<file path="config.mk">
export PLATFORM = sky130hd
export DESIGN_NAME = hazard_stall_controller_flat
export DESIGN_NICKNAME = d
export VERILOG_FILES = /design/src/rtl/hazard_stall_controller_pkg.sv /design/src/rtl/hazard_stall_controller_if.sv /design/src/rtl/hazard_stall_controller_compare.sv /design/src/rtl/hazard_stall_controller.sv /design/src/flat_wrapper.sv
export SDC_FILE = /design/constraint.sdc
export NUM_CORES = 1
export LEC_CHECK = 0
export ABC_AREA = 1
export BUFFER_PORTS_ARGS = -buffer_cell sky130_fd_sc_hd__buf_2
export CORE_MARGIN = 2
export CORE_UTILIZATION = 50
export DETAILED_ROUTE_END_ITERATION = 10
export GPL_TIMING_DRIVEN = 0
export MAX_ROUTING_LAYER = met4
export PLACE_DENSITY = 0.77
export SYNTH_ARGS = -nofsm -noshare
export SYNTH_HDL_FRONTEND = slang
export SYNTH_SLANG_ARGS = --single-unit
export TNS_END_PERCENT = 20
</file>
<file path="constraint.sdc">
create_clock -name sysclk -period 2 [get_ports sysclk]
set_input_delay 0.1 -clock sysclk [delete_from_list [all_inputs] [get_ports sysclk]]
set_output_delay 0.1 -clock sysclk [all_outputs]
set_load 0.05 [all_outputs]
</file>
<file path="src/rtl/hazard_stall_controller_pkg.sv">
// Shared types for the hazard/stall controller: FSM encoding and the
// pipeline control word it drives.
package hazard_stall_controller_pkg;

    typedef enum logic [1:0] {
        ST_RUN       = 2'd0,
        ST_MEM_WAIT  = 2'd1,
        ST_IRQ_DRAIN = 2'd2,
        ST_IRQ_ACK   = 2'd3
    } state_t;

    // MSB first: {pc_write, if_id_write, if_flush, id_ex_bubble, ex_mem_hold, irq_ack}
    typedef struct packed {
        logic pc_write;
        logic if_id_write;
        logic if_flush;
        logic id_ex_bubble;
        logic ex_mem_hold;
        logic irq_ack;
    } ctrl_t;

    localparam int CTRL_W          = $bits(ctrl_t);
    localparam int CTRL_BUBBLE_BIT = 2;

    localparam ctrl_t CTRL_IDLE     = 6'b000000;
    localparam ctrl_t CTRL_RESET    = 6'b000100;
    localparam ctrl_t CTRL_FREEZE   = 6'b000010;
    localparam ctrl_t CTRL_BRANCH   = 6'b101100;
    localparam ctrl_t CTRL_LOAD_USE = 6'b000100;
    localparam ctrl_t CTRL_JUMP     = 6'b111000;
    localparam ctrl_t CTRL_DRAIN    = 6'b001100;
    localparam ctrl_t CTRL_ACK      = 6'b101101;
    localparam ctrl_t CTRL_NORMAL   = 6'b110000;

endpackage

</file>
<file path="src/rtl/hazard_stall_controller_if.sv">
// Pipeline-side signal bundle of the hazard/stall controller.
// All signals are level-sensitive and sampled every cycle; there is no valid/ready handshake.
interface hazard_stall_controller_if #(parameter int CNT_W = 16);
    logic [4:0]       ID_Rs;
    logic [4:0]       ID_Rt;
    logic             ID_UsesRt;
    logic             EX_MemRead;
    logic [4:0]       EX_Rt;
    logic             ID_Jump;
    logic             EX_BranchTaken;
    logic             mem_busy;
    logic             irq_req;
    logic             PC_Write;
    logic             IF_ID_Write;
    logic             IF_Flush;
    logic             ID_EX_Bubble;
    logic             EX_MEM_Hold;
    logic             irq_ack;
    logic [CNT_W-1:0] stall_cnt;

    modport master (
        output ID_Rs, ID_Rt, ID_UsesRt, EX_MemRead, EX_Rt, ID_Jump,
               EX_BranchTaken, mem_busy, irq_req,
        input  PC_Write, IF_ID_Write, IF_Flush, ID_EX_Bubble, EX_MEM_Hold,
               irq_ack, stall_cnt
    );

    modport slave (
        input  ID_Rs, ID_Rt, ID_UsesRt, EX_MemRead, EX_Rt, ID_Jump,
               EX_BranchTaken, mem_busy, irq_req,
        output PC_Write, IF_ID_Write, IF_Flush, ID_EX_Bubble, EX_MEM_Hold,
               irq_ack, stall_cnt
    );
endinterface

</file>
<file path="src/rtl/hazard_stall_controller_compare.sv">
// Load-use comparator; kept standalone so a forwarding unit can reuse it.
module hazard_compare (
    input  logic [4:0] id_rs,
    input  logic [4:0] id_rt,
    input  logic       id_uses_rt,
    input  logic       ex_mem_read,
    input  logic [4:0] ex_rt,
    output logic       load_use
);
    logic rs_hit;
    logic rt_hit;

    assign rs_hit   = (ex_rt == id_rs);
    assign rt_hit   = id_uses_rt && (ex_rt == id_rt);
    // r0 is hardwired to zero, so a load targeting it never creates a dependency
    assign load_use = ex_mem_read && (ex_rt != 5'd0) && (rs_hit || rt_hit);
endmodule

</file>
<file path="src/rtl/hazard_stall_controller.sv">
// Stall/flush/bubble generator for the IF/ID and ID/EX registers, with
// memory-wait freeze and interrupt drain sequencing.
module hazard_stall_controller
    import hazard_stall_controller_pkg::*;
#(
    parameter int DRAIN_CYCLES = 3,
    parameter int CNT_W        = 16
) (
    input  logic                      sysclk,
    input  logic                      reset,
    hazard_stall_controller_if.slave  bus,
    output state_t                    dbg_state
);
    localparam int DW = $clog2(DRAIN_CYCLES + 1);

    state_t           state_q, state_d;
    state_t           resume_q, resume_d;
    logic [DW-1:0]    drain_q, drain_d;
    logic [CNT_W-1:0] stall_cnt_q;
    ctrl_t            ctrl;
    logic             load_use;
    logic             run_eval;

    hazard_compare u_hazard_compare (
        .id_rs       (bus.ID_Rs),
        .id_rt       (bus.ID_Rt),
        .id_uses_rt  (bus.ID_UsesRt),
        .ex_mem_read (bus.EX_MemRead),
        .ex_rt       (bus.EX_Rt),
        .load_use    (load_use)
    );

    always_ff @(posedge sysclk or negedge reset) begin
        if (!reset) begin
            state_q     <= ST_RUN;
            resume_q    <= ST_RUN;
            drain_q     <= '0;
            stall_cnt_q <= '0;
        end else begin
            state_q  <= state_d;
            resume_q <= resume_d;
            drain_q  <= drain_d;
            if (!ctrl.pc_write && (stall_cnt_q != {CNT_W{1'b1}}))
                stall_cnt_q <= stall_cnt_q + CNT_W'(1);
        end
    end

    always_comb begin
        ctrl     = CTRL_IDLE;
        state_d  = state_q;
        resume_d = resume_q;
        drain_d  = drain_q;
        run_eval = 1'b0;

        case (state_q)
            ST_RUN: run_eval = 1'b1;
            ST_MEM_WAIT: begin
                // The cycle memory becomes ready is already a normal RUN cycle
                if (bus.mem_busy)              ctrl = CTRL_FREEZE;
                else if (resume_q == ST_RUN)   run_eval = 1'b1;
                else                           state_d = resume_q;
            end
            ST_IRQ_DRAIN: begin
                ctrl = CTRL_DRAIN;
                if (bus.mem_busy) begin
                    ctrl.ex_mem_hold = 1'b1;
                end else if (drain_q <= DW'(1)) begin
                    state_d = ST_IRQ_ACK;
                    drain_d = '0;
                end else begin
                    drain_d = drain_q - DW'(1);
                end
            end
            ST_IRQ_ACK: begin
                if (bus.mem_busy) begin
                    ctrl             = CTRL_DRAIN;
                    ctrl.ex_mem_hold = 1'b1;
                end else begin
                    ctrl    = CTRL_ACK;
                    state_d = ST_RUN;
                end
            end
            default: state_d = ST_RUN;
        endcase

        if (run_eval) begin
            state_d = ST_RUN;
            if (bus.mem_busy) begin
                ctrl     = CTRL_FREEZE;
                state_d  = ST_MEM_WAIT;
                resume_d = ST_RUN;
            end else if (bus.EX_BranchTaken) begin
                // The ID instruction is wrong-path, so its load-use is moot
                ctrl = CTRL_BRANCH;
            end else if (load_use) begin
                ctrl = CTRL_LOAD_USE;
            end else if (bus.ID_Jump) begin
                ctrl = CTRL_JUMP;
            end else if (bus.irq_req) begin
                // This cycle is the first flush cycle of the drain
                ctrl    = CTRL_DRAIN;
                drain_d = DW'(DRAIN_CYCLES - 1);
                state_d = (DRAIN_CYCLES > 1) ? ST_IRQ_DRAIN : ST_IRQ_ACK;
            end else begin
                ctrl = CTRL_NORMAL;
            end
        end

        if (!reset) ctrl = CTRL_RESET;
    end

    assign bus.PC_Write     = ctrl.pc_write;
    assign bus.IF_ID_Write  = ctrl.if_id_write;
    assign bus.IF_Flush     = ctrl.if_flush;
    assign bus.ID_EX_Bubble = ctrl.id_ex_bubble;
    assign bus.EX_MEM_Hold  = ctrl.ex_mem_hold;
    assign bus.irq_ack      = ctrl.irq_ack;
    assign bus.stall_cnt    = stall_cnt_q;
    assign dbg_state        = state_q;

endmodule

</file>
<file path="src/flat_wrapper.sv">
// flat-port wrapper written by rule: the top's interface ports become plain ports
module hazard_stall_controller_flat import hazard_stall_controller_pkg::*;
#(
    parameter int DRAIN_CYCLES = 3,
    parameter int CNT_W        = 16
)
  (sysclk, reset, dbg_state, bus_ID_Rs, bus_ID_Rt, bus_ID_UsesRt, bus_EX_MemRead, bus_EX_Rt, bus_ID_Jump, bus_EX_BranchTaken, bus_mem_busy, bus_irq_req, bus_PC_Write, bus_IF_ID_Write, bus_IF_Flush, bus_ID_EX_Bubble, bus_EX_MEM_Hold, bus_irq_ack, bus_stall_cnt);
  hazard_stall_controller_if #(.CNT_W(CNT_W)) bus_i ();
  input  logic sysclk;
  input  logic reset;
  output state_t dbg_state;
  input wire logic [$bits(bus_i.ID_Rs)-1:0] bus_ID_Rs;
  input wire logic [$bits(bus_i.ID_Rt)-1:0] bus_ID_Rt;
  input wire logic [$bits(bus_i.ID_UsesRt)-1:0] bus_ID_UsesRt;
  input wire logic [$bits(bus_i.EX_MemRead)-1:0] bus_EX_MemRead;
  input wire logic [$bits(bus_i.EX_Rt)-1:0] bus_EX_Rt;
  input wire logic [$bits(bus_i.ID_Jump)-1:0] bus_ID_Jump;
  input wire logic [$bits(bus_i.EX_BranchTaken)-1:0] bus_EX_BranchTaken;
  input wire logic [$bits(bus_i.mem_busy)-1:0] bus_mem_busy;
  input wire logic [$bits(bus_i.irq_req)-1:0] bus_irq_req;
  output wire logic [$bits(bus_i.PC_Write)-1:0] bus_PC_Write;
  output wire logic [$bits(bus_i.IF_ID_Write)-1:0] bus_IF_ID_Write;
  output wire logic [$bits(bus_i.IF_Flush)-1:0] bus_IF_Flush;
  output wire logic [$bits(bus_i.ID_EX_Bubble)-1:0] bus_ID_EX_Bubble;
  output wire logic [$bits(bus_i.EX_MEM_Hold)-1:0] bus_EX_MEM_Hold;
  output wire logic [$bits(bus_i.irq_ack)-1:0] bus_irq_ack;
  output wire logic [$bits(bus_i.stall_cnt)-1:0] bus_stall_cnt;
  assign bus_i.ID_Rs = bus_ID_Rs;
  assign bus_i.ID_Rt = bus_ID_Rt;
  assign bus_i.ID_UsesRt = bus_ID_UsesRt;
  assign bus_i.EX_MemRead = bus_EX_MemRead;
  assign bus_i.EX_Rt = bus_EX_Rt;
  assign bus_i.ID_Jump = bus_ID_Jump;
  assign bus_i.EX_BranchTaken = bus_EX_BranchTaken;
  assign bus_i.mem_busy = bus_mem_busy;
  assign bus_i.irq_req = bus_irq_req;
  assign bus_PC_Write = bus_i.PC_Write;
  assign bus_IF_ID_Write = bus_i.IF_ID_Write;
  assign bus_IF_Flush = bus_i.IF_Flush;
  assign bus_ID_EX_Bubble = bus_i.ID_EX_Bubble;
  assign bus_EX_MEM_Hold = bus_i.EX_MEM_Hold;
  assign bus_irq_ack = bus_i.irq_ack;
  assign bus_stall_cnt = bus_i.stall_cnt;
  hazard_stall_controller #(.DRAIN_CYCLES(DRAIN_CYCLES), .CNT_W(CNT_W)) u_core (.sysclk(sysclk), .reset(reset), .bus(bus_i), .dbg_state(dbg_state));
endmodule
</file>
### Yosys cells after proc, flatten, opt, wreduce, memory -nomap -nowiden

Index checks and enable logic that the tools add are counted.

| storage, ports and cells | value |
|---|---|
| bits in registers | 20 |
| output and inout bits | 24 |

| operators by class | value |
|---|---|
| order comparisons | 1 |
| reductions and logical operators | 10 |
| equality and inequality tests | 11 |
| muxes and demuxes | 32 |
| $add $sub $neg | 2 |

Operators with widths:

| kind | count |
|---|---|
| $mux W6 | 8 |
| $mux W2 | 19 |
| $pmux W6 S3 | 1 |
| $add A16 B1 Y16 const B | 1 |
| $ne A16 B16 Y1 const B | 1 |
| $eq A5 B5 Y1 | 2 |
| $ne A3 B2 Y1 const B | 3 |
| $reduce_and A6 Y1 | 1 |
| $reduce_bool A5 Y1 | 1 |
| $eq A2 B2 Y1 const B | 2 |
| $logic_and A1 B1 Y1 | 4 |
| $pmux W2 S2 | 1 |
| $reduce_bool A4 Y1 | 1 |
| $ne A3 B1 Y1 const B | 1 |
| $eq A2 B1 Y1 const B | 1 |
| $le A2 B1 Y1 const B | 1 |
| $logic_not A2 Y1 | 1 |
| $mux W1 | 2 |
| $ne A2 B1 Y1 const B | 1 |
| $pmux W1 S2 | 1 |
| $sub A2 B1 Y2 const B | 1 |
| $logic_not A1 Y1 | 1 |
| $logic_or A1 B1 Y1 | 1 |

### Depth between registers and ports, before layout

Gate-level depths: netlist of the first run.

| depth | value |
|---|---|
| depth in word-level cells | 11 |
| mapped depth | 14 |
| mapped depth without buffers | 13 |

### Modules after synthesis

From an unflattened synthesis of the first run, not the netlist that was laid out.

| second synthesis, totals | value |
|---|---|
| cells, all modules | 276 |
| area total of the unflattened synthesis | 1676.6 sq um |

By module, submodules not included:

| module | cells an instance | area an instance (sq um) | sequential area each (sq um) | times used |
|---|---|---|---|---|
| hazard_stall_controller | 224 | 1470.2 | 500.5 | 1 |
| hazard_compare | 52 | 206.4 | 0.0 | 1 |

### Least setup slack after synthesis of the first run

Ideal clock, no wire load.

| path | value |
|---|---|
| kind | reg-to-output |
| start | register u_core.state_q[1] (netlist: u_core.dbg_state[1]) |
| end | output port bus_PC_Write |
| required time | 1.900 ns |
| slack | -1.848 ns |
| cell stages (with the launch flop) | 9 |
| arrival time | 3.748 ns |
| cells stage by stage | dfrtp_1 inv_1 ha_1 nor2_2 inv_2 nor4_1 bufinv_8 buf_2 nand2_1 |

| on the way | value |
|---|---|
| cells in the longest elaborated chain, start to end | 4 |
| elaborated cells on any way between the ends | 8 |
| those cells by class | eq/ne: 3; mux: 4; reduce/logical: 1 |

Ends and longest elaborated chain:

| what | line | source |
|---|---|---|
| start, declared | hazard_stall_controller.sv:16 | `state_t state_q, state_d;` |
| start signal, assigned | hazard_stall_controller.sv:40 | `state_q <= state_d;` |
| $eq A2 B2 Y1, or another cell as far along | hazard_stall_controller.sv:55 | `case (state_q)` |
| $pmux W6 S3 or $pmux W1 S2 (tied branches) | hazard_stall_controller.sv:55 |  |
| $mux W6 (*) | hazard_stall_controller.sv:86 | `if (run_eval) begin` |
| $mux W6 (*) | hazard_stall_controller.sv:109 | `if (!reset) ctrl = CTRL_RESET;` |
| end, declared | flat_wrapper.sv:21 | `output wire logic [$bits(bus_i.PC_Write)-1:0] bus_PC_Write;` |

Every way passes the cells marked *; elsewhere a longest branch is shown, timed or not.

### Final worst setup path of the first run

Ends and elaborated chain as after synthesis.

==> qor.yml, run 1 <==
critical_path:
  crit_type: "flip-flop to primary output"
  cp_num_buf_inv: 5
  worstPathArrival_ns: 1.90
  worst_path_max_delay_cell: "dfrtp_2"
  crit_required_ns: 1.90
  crit_top_cell: "buf_8"
  r2r_end: "u_core.bus.stall_cnt[7]"
  r2r_setup_slack_ns: 0.13
  worst-r2r-cell-count: 10
  crit_path_end_kind: "primary output"
  startpoint_type: "flip-flop"
  crit_family: "buffers and inverters"
  critPathMaxStageDelay_ns: 0.41
  timing.rr.start: "u_core.dbg_state[1]"
  cp_max_fo: 10
  path_cells: "buf_4 -> ha_1 -> inv_1 -> nor4_4 -> bufinv_8 -> buf_8 -> nand2_4 -> buf_8"
yosys:
  yosysTopAreaCell: "dfrtp_1"
  synth_top_area_frac: 0.305
  synth.cell_area_sq_um: 1640
  synth_most_common_cell: "nand2_1"
  synth_warnings: 0
  ys.flop_type: "dfrtp_1"
  synthArstFlopShare: 1.00
  synth-seq-cells: 20
  synth_common_cells: "nand2_1 (86), inv_1 (27), nor2_1 (21)"
  syn_avg_cell_area_sq_um: 6.84
  synth_cell_types: 32
  synth_area_leaders: "dfrtp_1 (30%), nand2_1 (20%), nand4_1 (6.9%)"
  synth_edf_count: 0
  synth_cells: 240
  synth_fp_nets: 268
  yosysSeqAreaShare: 0.305
pwr:
  power.density_nw_per_um2: 1110
  ir_drop_mv: 0.934
  p_leak_uw: 0.00120
floorplanning:
  die_width_um: 61.3
  ios: 47
  rows: 20
  dieArea_sq_um: 3760
  floorplan.initialDensity: 0.533
  die_height_um: 61.3
  core-area_sq_um: 3080
clocking:
  clk_latency_ns: 0.31
  root_buffer: "clkbuf_4"
  cts_tree: "built"
  clkTransAtPathRegs_ns: 0.11
  cts_made_buffers: 3
  cts.htree.levels: 1
  clkSinkCount: 20
  cts_buffer_depth: 2
run_status:
  violations: "setup timing"
  status: "finished, violations left"
detailed_routing:
  first_pass_iters: 4
  avgViaCountPerCell: 4.92
  drc: 0
  wl_per_cell_um: 10.9
  routed_wl_um: 3670
  ant_nets: 0
  drt_iter0_drc: 146
  detailroute.via_count: 1664
sta:
  period_needed_ns: 2.00
  tightest_slew_ns: 0.867
  timing.final.crit_share: 1.00
  finalSetupViolations: 1
  worst_clock_skew_ns: 0.00764
  hold_viol_final: 0
  fin_ws_ns: -0.000234
  timing.fmax_mhz: 500
  maxSlewViolCount: 0
  relSlewSlack: 0.420
  rsz0062_at_grt: "yes"
global_route:
  grt_pass1_vias: 1544
  grt_pass1_wl_um: 6390
  grt_start_max_net_pins: 21
  grt_overflow_total: 0
  grtUsageTotal: 0.228
  antenna_found_initial: 0
finish:
  final_util: 0.676
  area_growth_pct: 26.7
  regArea_sq_um: 503
  multiInputGateArea_sq_um: 1030
  antenna_cells: 0
  drive_gt1_frac: 0.282
  fill_cells: 289
  final_net_count: 323
worst_hold_path:
  whs_path_depth: 4
  min_from: "bus_ID_Jump"
  hold_class: "input port to flip-flop"
  min_to: "u_core.drain_q[1]"
flow_run:
  maxCapViolations: 0
place:
  portBuffers: 46
  hpwl_um: 2740
  gp_congestion: 0.831
  place_ws_ns: 0.0641
==> routing by layer <==
metal	up-vias	share of wire	global-route usage
met5	-	0	-
met4	0	0.0027	0.0466
met3	2	0.061	0.0462
met2	47	0.46	0.378
met1	736	0.48	0.289
li1	879	-	-
==> flip-flops by register name (all words and copies together), names as in the netlist <==
signal and flops:
u_core.dbg_state 2, u_core.bus.stall_cnt 16, u_core.drain_q 2
==> placed cells by master (no fill, tap or decap), types with 2 or more instances in the layout <==
cell type / n
buf_8: 3
nand3_1: 11
buf_4: 4
inv_4: 2
nor2_1: 20
nand2_1: 84
ha_1: 3
nand4_1: 18
ha_4: 2
dfrtp_2: 2
xor2_1: 6
clkbuf_4: 3
xnor2_1: 9
nand2_2: 3
dfrtp_1: 18
nand2_4: 2
buf_2: 45
inv_1: 24
inv_2: 6
o21ai_0: 6
a21oi_1: 2
==> worst min-delay path: cells and delay by family <==
family | cells | cell delay [ns]
buf+inv | 1 | 0.08
simple gates | 3 | 0.28
==> cells by family after synthesis <==
family                   Yosys count  synth area share
XOR/XNOR                          15            0.0800
adder cells (fa/ha/maj)            5            0.0381
AO/OA/AOI/OAI                     14            0.0488
buffers and inverters             38             0.105
flip-flops                        20             0.305
AND/OR/NAND/NOR                  148             0.423
==> report_power, final <==
group          total (uW)  leakage, uW  internal (uW)  switching (uW)
Sequential            644     0.000261            515             129
Combinational        1460     0.000922            489             970
Clock                 205    0.0000150           78.0             127
==> metrics by stage <==
| step | power, uW | hold WS, ns | area, sq um | cells | setup TNS (ns) |
|---|---|---|---|---|---|
| global placement | 2020 | 0.0888 | 1990 | 330 | 0 |
| detailed placement | 2050 | 0.0912 | 1990 | 330 | 0 |
| floorplan | 1750 | -0.196 | 1710 | 240 | -6.39 |
| finish | 2310 | 0.180 | 2080 | 338 | -0.000234 |
| CTS | 2310 | 0.172 | 2070 | 338 | 0 |
| global route | 2510 | 0.194 | 2080 | 338 | -0.108 |
==> how the worst max path moves through the flow <==
stage | slack (ns) | end | start | cells after the start
3_5_place_dp | 0.06 | bus_PC_Write | u_core.dbg_state[1] | 9
5_1_grt | -0.11 | bus_PC_Write | u_core.dbg_state[0] | 9
4_1_cts | 0.002 | bus_PC_Write | u_core.dbg_state[1] | 8
6_report | -0.0002 | bus_PC_Write | u_core.dbg_state[1] | 8
2_1_floorplan | -0.40 | u_core.bus.stall_cnt[7] | u_core.dbg_state[1] | 10
3_3_place_gp | 0.08 | bus_PC_Write | u_core.dbg_state[1] | 9
==> final cells by class <==
class | count | area share
Sequential cell | 20 | 0.242
Tap cell | 44 | 0.0265
Timing Repair Buffer | 50 | 0.132
Inverter | 33 | 0.0686
Clock buffer | 4 | 0.0126
Multi-Input combinational cell | 182 | 0.493
Buffer | 5 | 0.0247
==> what timing repair did <==
item | CTS | global route
gates cloned | 0 | 0
hold buffers | 1 | 0
pin swaps | 1 | 0
resized for setup | 9 | 4
hold endpoints to repair | 20 | 0
setup endpoints to repair | 1 | 3
buffers inserted | 3 | 0
Power figures use the tool's default switching activity.
==> inputs of run 2 (changes only) <==
Settings changed: CORE_ASPECT_RATIO from default to 1.5, CTS_BUF_LIST from default to sky130_fd_sc_hd__clkbuf_4.
==> run 2 against run 1 <==
Compared with the run above: the run still ends with setup timing left; sequential share of layout area is 0.27 points lower; largest cell class unchanged; count of clock-buffer cells in the layout is 1 lower; sequential cell count stayed put; critical path type unchanged.
==> qor.yml, run 2 (same netlist as run 1, synthesis figures left out) <==
floorplanning:
  dieArea_sq_um: 3770
  die_width_um: 50.8
  core-area_sq_um: 3160
  rows: 25
  die_height_um: 74.2
  floorplan.initialDensity: 0.520
  ios: 47
pwr:
  internal-power_uw: 1090
  p_comb_frac: 0.638
  seqPwrFrac: 0.278
  p_switching_uw: 1220
  ir_drop_mv: 0.684
  p_leak_uw: 0.00122
  p_clk_frac: 0.084
  power.density_nw_per_um2: 1100
  switching_share: 0.528
critical_path:
  crit_required_ns: 1.90
  crit_family: "buffers and inverters"
  r2r_setup_slack_ns: 0.10
  crit_top_cell: "buf_8"
  worst-r2r-cell-count: 11
  critPathMaxStageDelay_ns: 0.46
  crit_path_end_kind: "primary output"
  worst_path_max_delay_cell: "dfrtp_2"
  timing.rr.start: "u_core.dbg_state[0]"
  r2r_end: "u_core.bus.stall_cnt[7]"
  cp_num_buf_inv: 5
  crit_type: "flip-flop to primary output"
  startpoint_type: "flip-flop"
  worstPathArrival_ns: 1.92
  cp_max_fo: 6
  path_cells: "inv_4 -> ha_4 -> nor2_4 -> inv_2 -> nor4_4 -> bufinv_8 -> buf_8 -> nand2_4 -> buf_8"
clocking:
  root_buffer: "clkbuf_4"
  clk_latency_ns: 0.30
  cts.htree.levels: 1
  cts_buffer_depth: 2
  cts_tree: "built"
  cts_made_buffers: 3
  clkTransAtPathRegs_ns: 0.11
  clkSinkCount: 20
global_route:
  grt_pass1_vias: 1670
  met2_usage: 0.442
  grt_use_met3: 0.0141
  antenna_found_initial: 0
  use_met1: 0.244
  grt_start_max_net_pins: 21
  grt_busiest_layer: "met2"
  grt_overflow_total: 0
  grt_pass1_wl_um: 6680
  grtUsageTotal: 0.232
sta:
  hold_viol_final: 0
  relSlewSlack: 0.372
  worst_clock_skew_ns: 0.00326
  tns_ns: -0.0217
  rsz0062_at_grt: "yes"
  timing.fmax_mhz: 495
  maxSlewViolCount: 0
  tightest_slew_ns: 0.939
  timing.final.crit_share: 1.01
  finalSetupViolations: 1
  fin_ws_ns: -0.0217
  period_needed_ns: 2.02
finish:
  largest_reg_flops: 16
  drive_gt1_frac: 0.288
  area_growth_pct: 28.1
  final_net_count: 328
  fin_cells: 339
  antenna_cells: 0
  final_cell_mix: "nand2_1 (85), buf_2 (45), inv_1 (25)"
  fill_cells: 324
  layout_commonest_cell: "nand2_1"
place:
  dp.cells: 326
  hpwl_um: 2910
  portBuffers: 46
  gp_congestion: 0.822
detailed_routing:
  ant_nets: 0
  detailroute.via_count: 1700
  first_pass_iters: 4
  avgViaCountPerCell: 5.01
  wl_per_cell_um: 11.3
  drc: 0
  drt_iter0_drc: 30
  routed_wl_um: 3850
flow_run:
  maxCapViolations: 0
worst_hold_path:
  min_from: "bus_EX_BranchTaken"
  hold_class: "input port to flip-flop"
  whs_path_depth: 4
  min_to: "u_core.drain_q[1]"
run_status:
  status: "finished, violations left"
  violations: "setup timing"
[run 2: changes by cell type in the layout (fill, tap and decap cells not counted), sizes merged]
cell and delta:
clkinv +1, buf +4
[run 2: cell type report]
type | count | area (sq um) | area share
flip-flops and latches | 20 | 503 | 0.239
well taps | 40 | 50.0 | 0.0238
repair buffers | 56 | 318 | 0.151
clock inverters | 1 | 3.75 | 0.00178
inverters | 33 | 143 | 0.0678
multi-input cells | 182 | 1020 | 0.487
clock buffers | 3 | 22.5 | 0.0107
plain buffers | 4 | 40.0 | 0.0190
[run 2: power by group through the flow]
stage | Clock, uW | Sequential [uW] | Combinational [uW]
CTS | 203 | 640 | 1460
floorplan | 0 | 925 | 825
global route | 218 | 663 | 1630
finish | 195 | 644 | 1480
global placement | 0 | 654 | 1370
detailed placement | 0 | 659 | 1390
[run 2: worst reg2reg max path, delay by kind of cell (launching register included)]
kind | cells | cell delay (ns)
fa+ha+maj | 1 | 0.17
buf+inv | 5 | 0.65
flops | 1 | 0.46
simple gates | 5 | 0.56
[run 2: per-layer routing]
layer | vias up | wire (um)
met1 | 775 | 1510
met2 | 39 | 2150
met5 | - | 0
met4 | 0 | 80
li1 | 880 | -
met3 | 6 | 111
[run 2: worst max path at each step]
stage / cells past startpoint / startpoint / endpoint
finish: 9 / u_core.dbg_state[0] / bus_PC_Write
global route: 9 / u_core.dbg_state[0] / bus_PC_Write
CTS: 8 / u_core.dbg_state[1] / bus_PC_Write
detailed placement: 9 / u_core.dbg_state[1] / bus_PC_Write
global placement: 9 / u_core.dbg_state[1] / bus_PC_Write
floorplan: 10 / u_core.dbg_state[1] / u_core.bus.stall_cnt[7]
[run 2: what timing repair did]
item	in CTS	in global routing
pin swaps	2	6
gates resized for setup	4	4
buffers inserted	4	5
setup endpoints to repair	2	14
hold buffers	1	0
hold endpoints to repair	20	0
[run 2: per-stage QoR]
| stage | setup slack [ns] | area, sq um | hold WS (ns) | util | total power (uW) |
|---|---|---|---|---|---|
| 2_1_floorplan | -0.404 | 1710 | -0.196 | - | 1750 |
| 3_3_place_gp | 0.0877 | 1990 | 0.0982 | 0.629 | 2030 |
| 3_5_place_dp | 0.0690 | 1990 | 0.0992 | 0.629 | 2050 |
| 4_1_cts | 0.00558 | 2060 | 0.171 | 0.652 | 2300 |
| 5_1_grt | -0.0855 | 2100 | 0.178 | 0.666 | 2510 |
| 6_report | -0.0217 | 2100 | 0.170 | 0.666 | 2310 |
==> inputs of run 3 (changes only) <==
Settings changed: PLACE_DENSITY 0.77 to default, PLACE_DENSITY_LB_ADDON from default to 0.15.
==> run 3 against run 2 <==
Compared with the run above: the run now ends clean; setup slack better by 0.090 ns; die area stayed put; critical path depth is 2 lower; sequential cell count stayed put; clock power is 81% higher; hold slack worse by 0.023 ns; global-route usage is 0.057 points lower; wire length is 4.0% higher; combinational power is 5% higher; sequential power is 0.9% lower.
==> qor.yml, run 3 (same netlist as run 1, synthesis figures left out) <==
floorplanning:
  die_height_um: 74.2
  ios: 47
  dieArea_sq_um: 3770
  core-area_sq_um: 3160
  rows: 25
  die_width_um: 50.8
  floorplan.initialDensity: 0.520
clocking:
  clkTransAtPathRegs_ns: 0.14
  cts.htree.levels: 1
  clk_latency_ns: 0.33
  cts_tree: "built"
  cts_made_buffers: 3
  cts_buffer_depth: 2
  root_buffer: "clkbuf_4"
  clkSinkCount: 20
critical_path:
  startpoint_type: "flip-flop"
  crit_type: "flip-flop to primary output"
  cp_max_fo: 8
  crit_path_end_kind: "primary output"
  worstPathArrival_ns: 1.83
  crit_required_ns: 1.90
finish:
  largest_reg_flops: 16
  final_util: 0.686
  multiInputGateArea_sq_um: 1040
  fill_cells: 297
  final_net_count: 328
  antenna_cells: 0
  layout_commonest_cell: "nand2_1"
  drive_gt1_frac: 0.308
  area_growth_pct: 32.0
  final_cell_mix: "nand2_1 (83), buf_2 (45), inv_1 (23)"
  regArea_sq_um: 503
detailed_routing:
  wl_per_cell_um: 11.8
  detailroute.via_count: 1749
  routed_wl_um: 4000
  drt_iter0_drc: 55
  avgViaCountPerCell: 5.16
  first_pass_iters: 4
  ant_nets: 0
  drc: 0
sta:
  period_needed_ns: 1.93
  holdWs_ns: 0.147
  timing.fmax_mhz: 518
  relSlewSlack: 0.381
  hold_viol_final: 0
  finalSetupViolations: 0
  worst_clock_skew_ns: 0.0152
  timing.final.crit_share: 0.966
  tightest_slew_ns: 0.925
  rsz0062_at_grt: "yes"
  maxSlewViolCount: 0
pwr:
  ir_drop_mv: 0.834
  p_leak_uw: 0.00124
  power.density_nw_per_um2: 1170
global_route:
  antenna_found_initial: 0
  grt_pass1_wl_um: 6610
  grt_overflow_total: 0
  grt_pass1_vias: 1615
  grtUsageTotal: 0.232
  grt_start_max_net_pins: 21
flow_run:
  maxCapViolations: 0
place:
  portBuffers: 46
  gp_congestion: 0.820
  hpwl_um: 2770
run_status:
  status: "completed"
worst_hold_path:
  hold_class: "input port to flip-flop"
## run 3: changes by cell type in the layout (fill, tap and decap cells not counted), moves of 2 or more
cell,previous run,this run
nand2_1,85,83
inv_1,25,23
nand2_2,2,4
inv_2,5,8
buf_4,9,7
buf_6,0,2
## run 3: worst paths after layout
kind / startpoint / end / slack, ns / cells past startpoint
worst min-delay path: bus_ID_Jump / u_core.drain_q[1] / 0.15 / 4
worst min register to register: u_core.drain_q[1] / u_core.drain_q[1] / 0.53 / 2
worst max-delay path: u_core.dbg_state[0] / bus_PC_Write / 0.07 / 7
min in group asynchronous: reset / u_core.bus.stall_cnt[10] / 0.51 / 2
worst max register to register: u_core.dbg_state[0] / u_core.bus.stall_cnt[14] / 0.09 / 10
max in group asynchronous: reset / u_core.dbg_state[0] / 0.87 / 2
## run 3: cell type report
type	instances	share of cell area
Buffer	4	0.0185
Clock buffer	3	0.0104
Clock inverter	1	0.0139
Inverter	33	0.0647
Multi-Input combinational cell	182	0.478
Sequential cell	20	0.232
Tap cell	40	0.0231
Timing Repair Buffer	56	0.159
## run 3: critical path, stage by stage, from the launching register on
cell      delay [ns]
dfrtp_2         0.47
ha_4            0.19
nor2_4          0.17
inv_2           0.08
nor4_4          0.16
bufinv_8        0.25
nand2_4         0.05
buf_8           0.13
## run 3: metrics by stage
stage	std cells	TNS [ns]	area (sq um)	power [uW]	setup slack (ns)
2_1_floorplan	240	-6.39	1710	1750	-0.404
3_3_place_gp	326	0	1990	2030	0.0731
3_5_place_dp	326	0	1990	2050	0.0506
4_1_cts	334	0	2090	2470	0.0327
5_1_grt	339	-0.0127	2170	2710	-0.00855
6_report	339	0	2170	2540	0.0681
## run 3: repair_timing
action                                  CTS  global route
gates resized for setup                  11             6
pin swaps                                 2             2
setup buffers                             4             4
endpoints found under the setup margin    2            11
hold buffers                              1             0
endpoints found under the hold margin    20             0
gates cloned                              0             1
## run 3: where the power goes
part	internal (uW)	switching, uW	leakage (uW)
registers	515	123	0.000261
logic	552	1000	0.000952
clock network	203	149	0.0000279
total	1270	1270	0.00124
## run 3: layer usage
metal	up-vias	track usage	wire length, um
met5	-	-	0
met4	0	0.102	93
met3	7	0.0241	123
met2	44	0.439	2160
met1	815	0.239	1620
li1	883	-	-
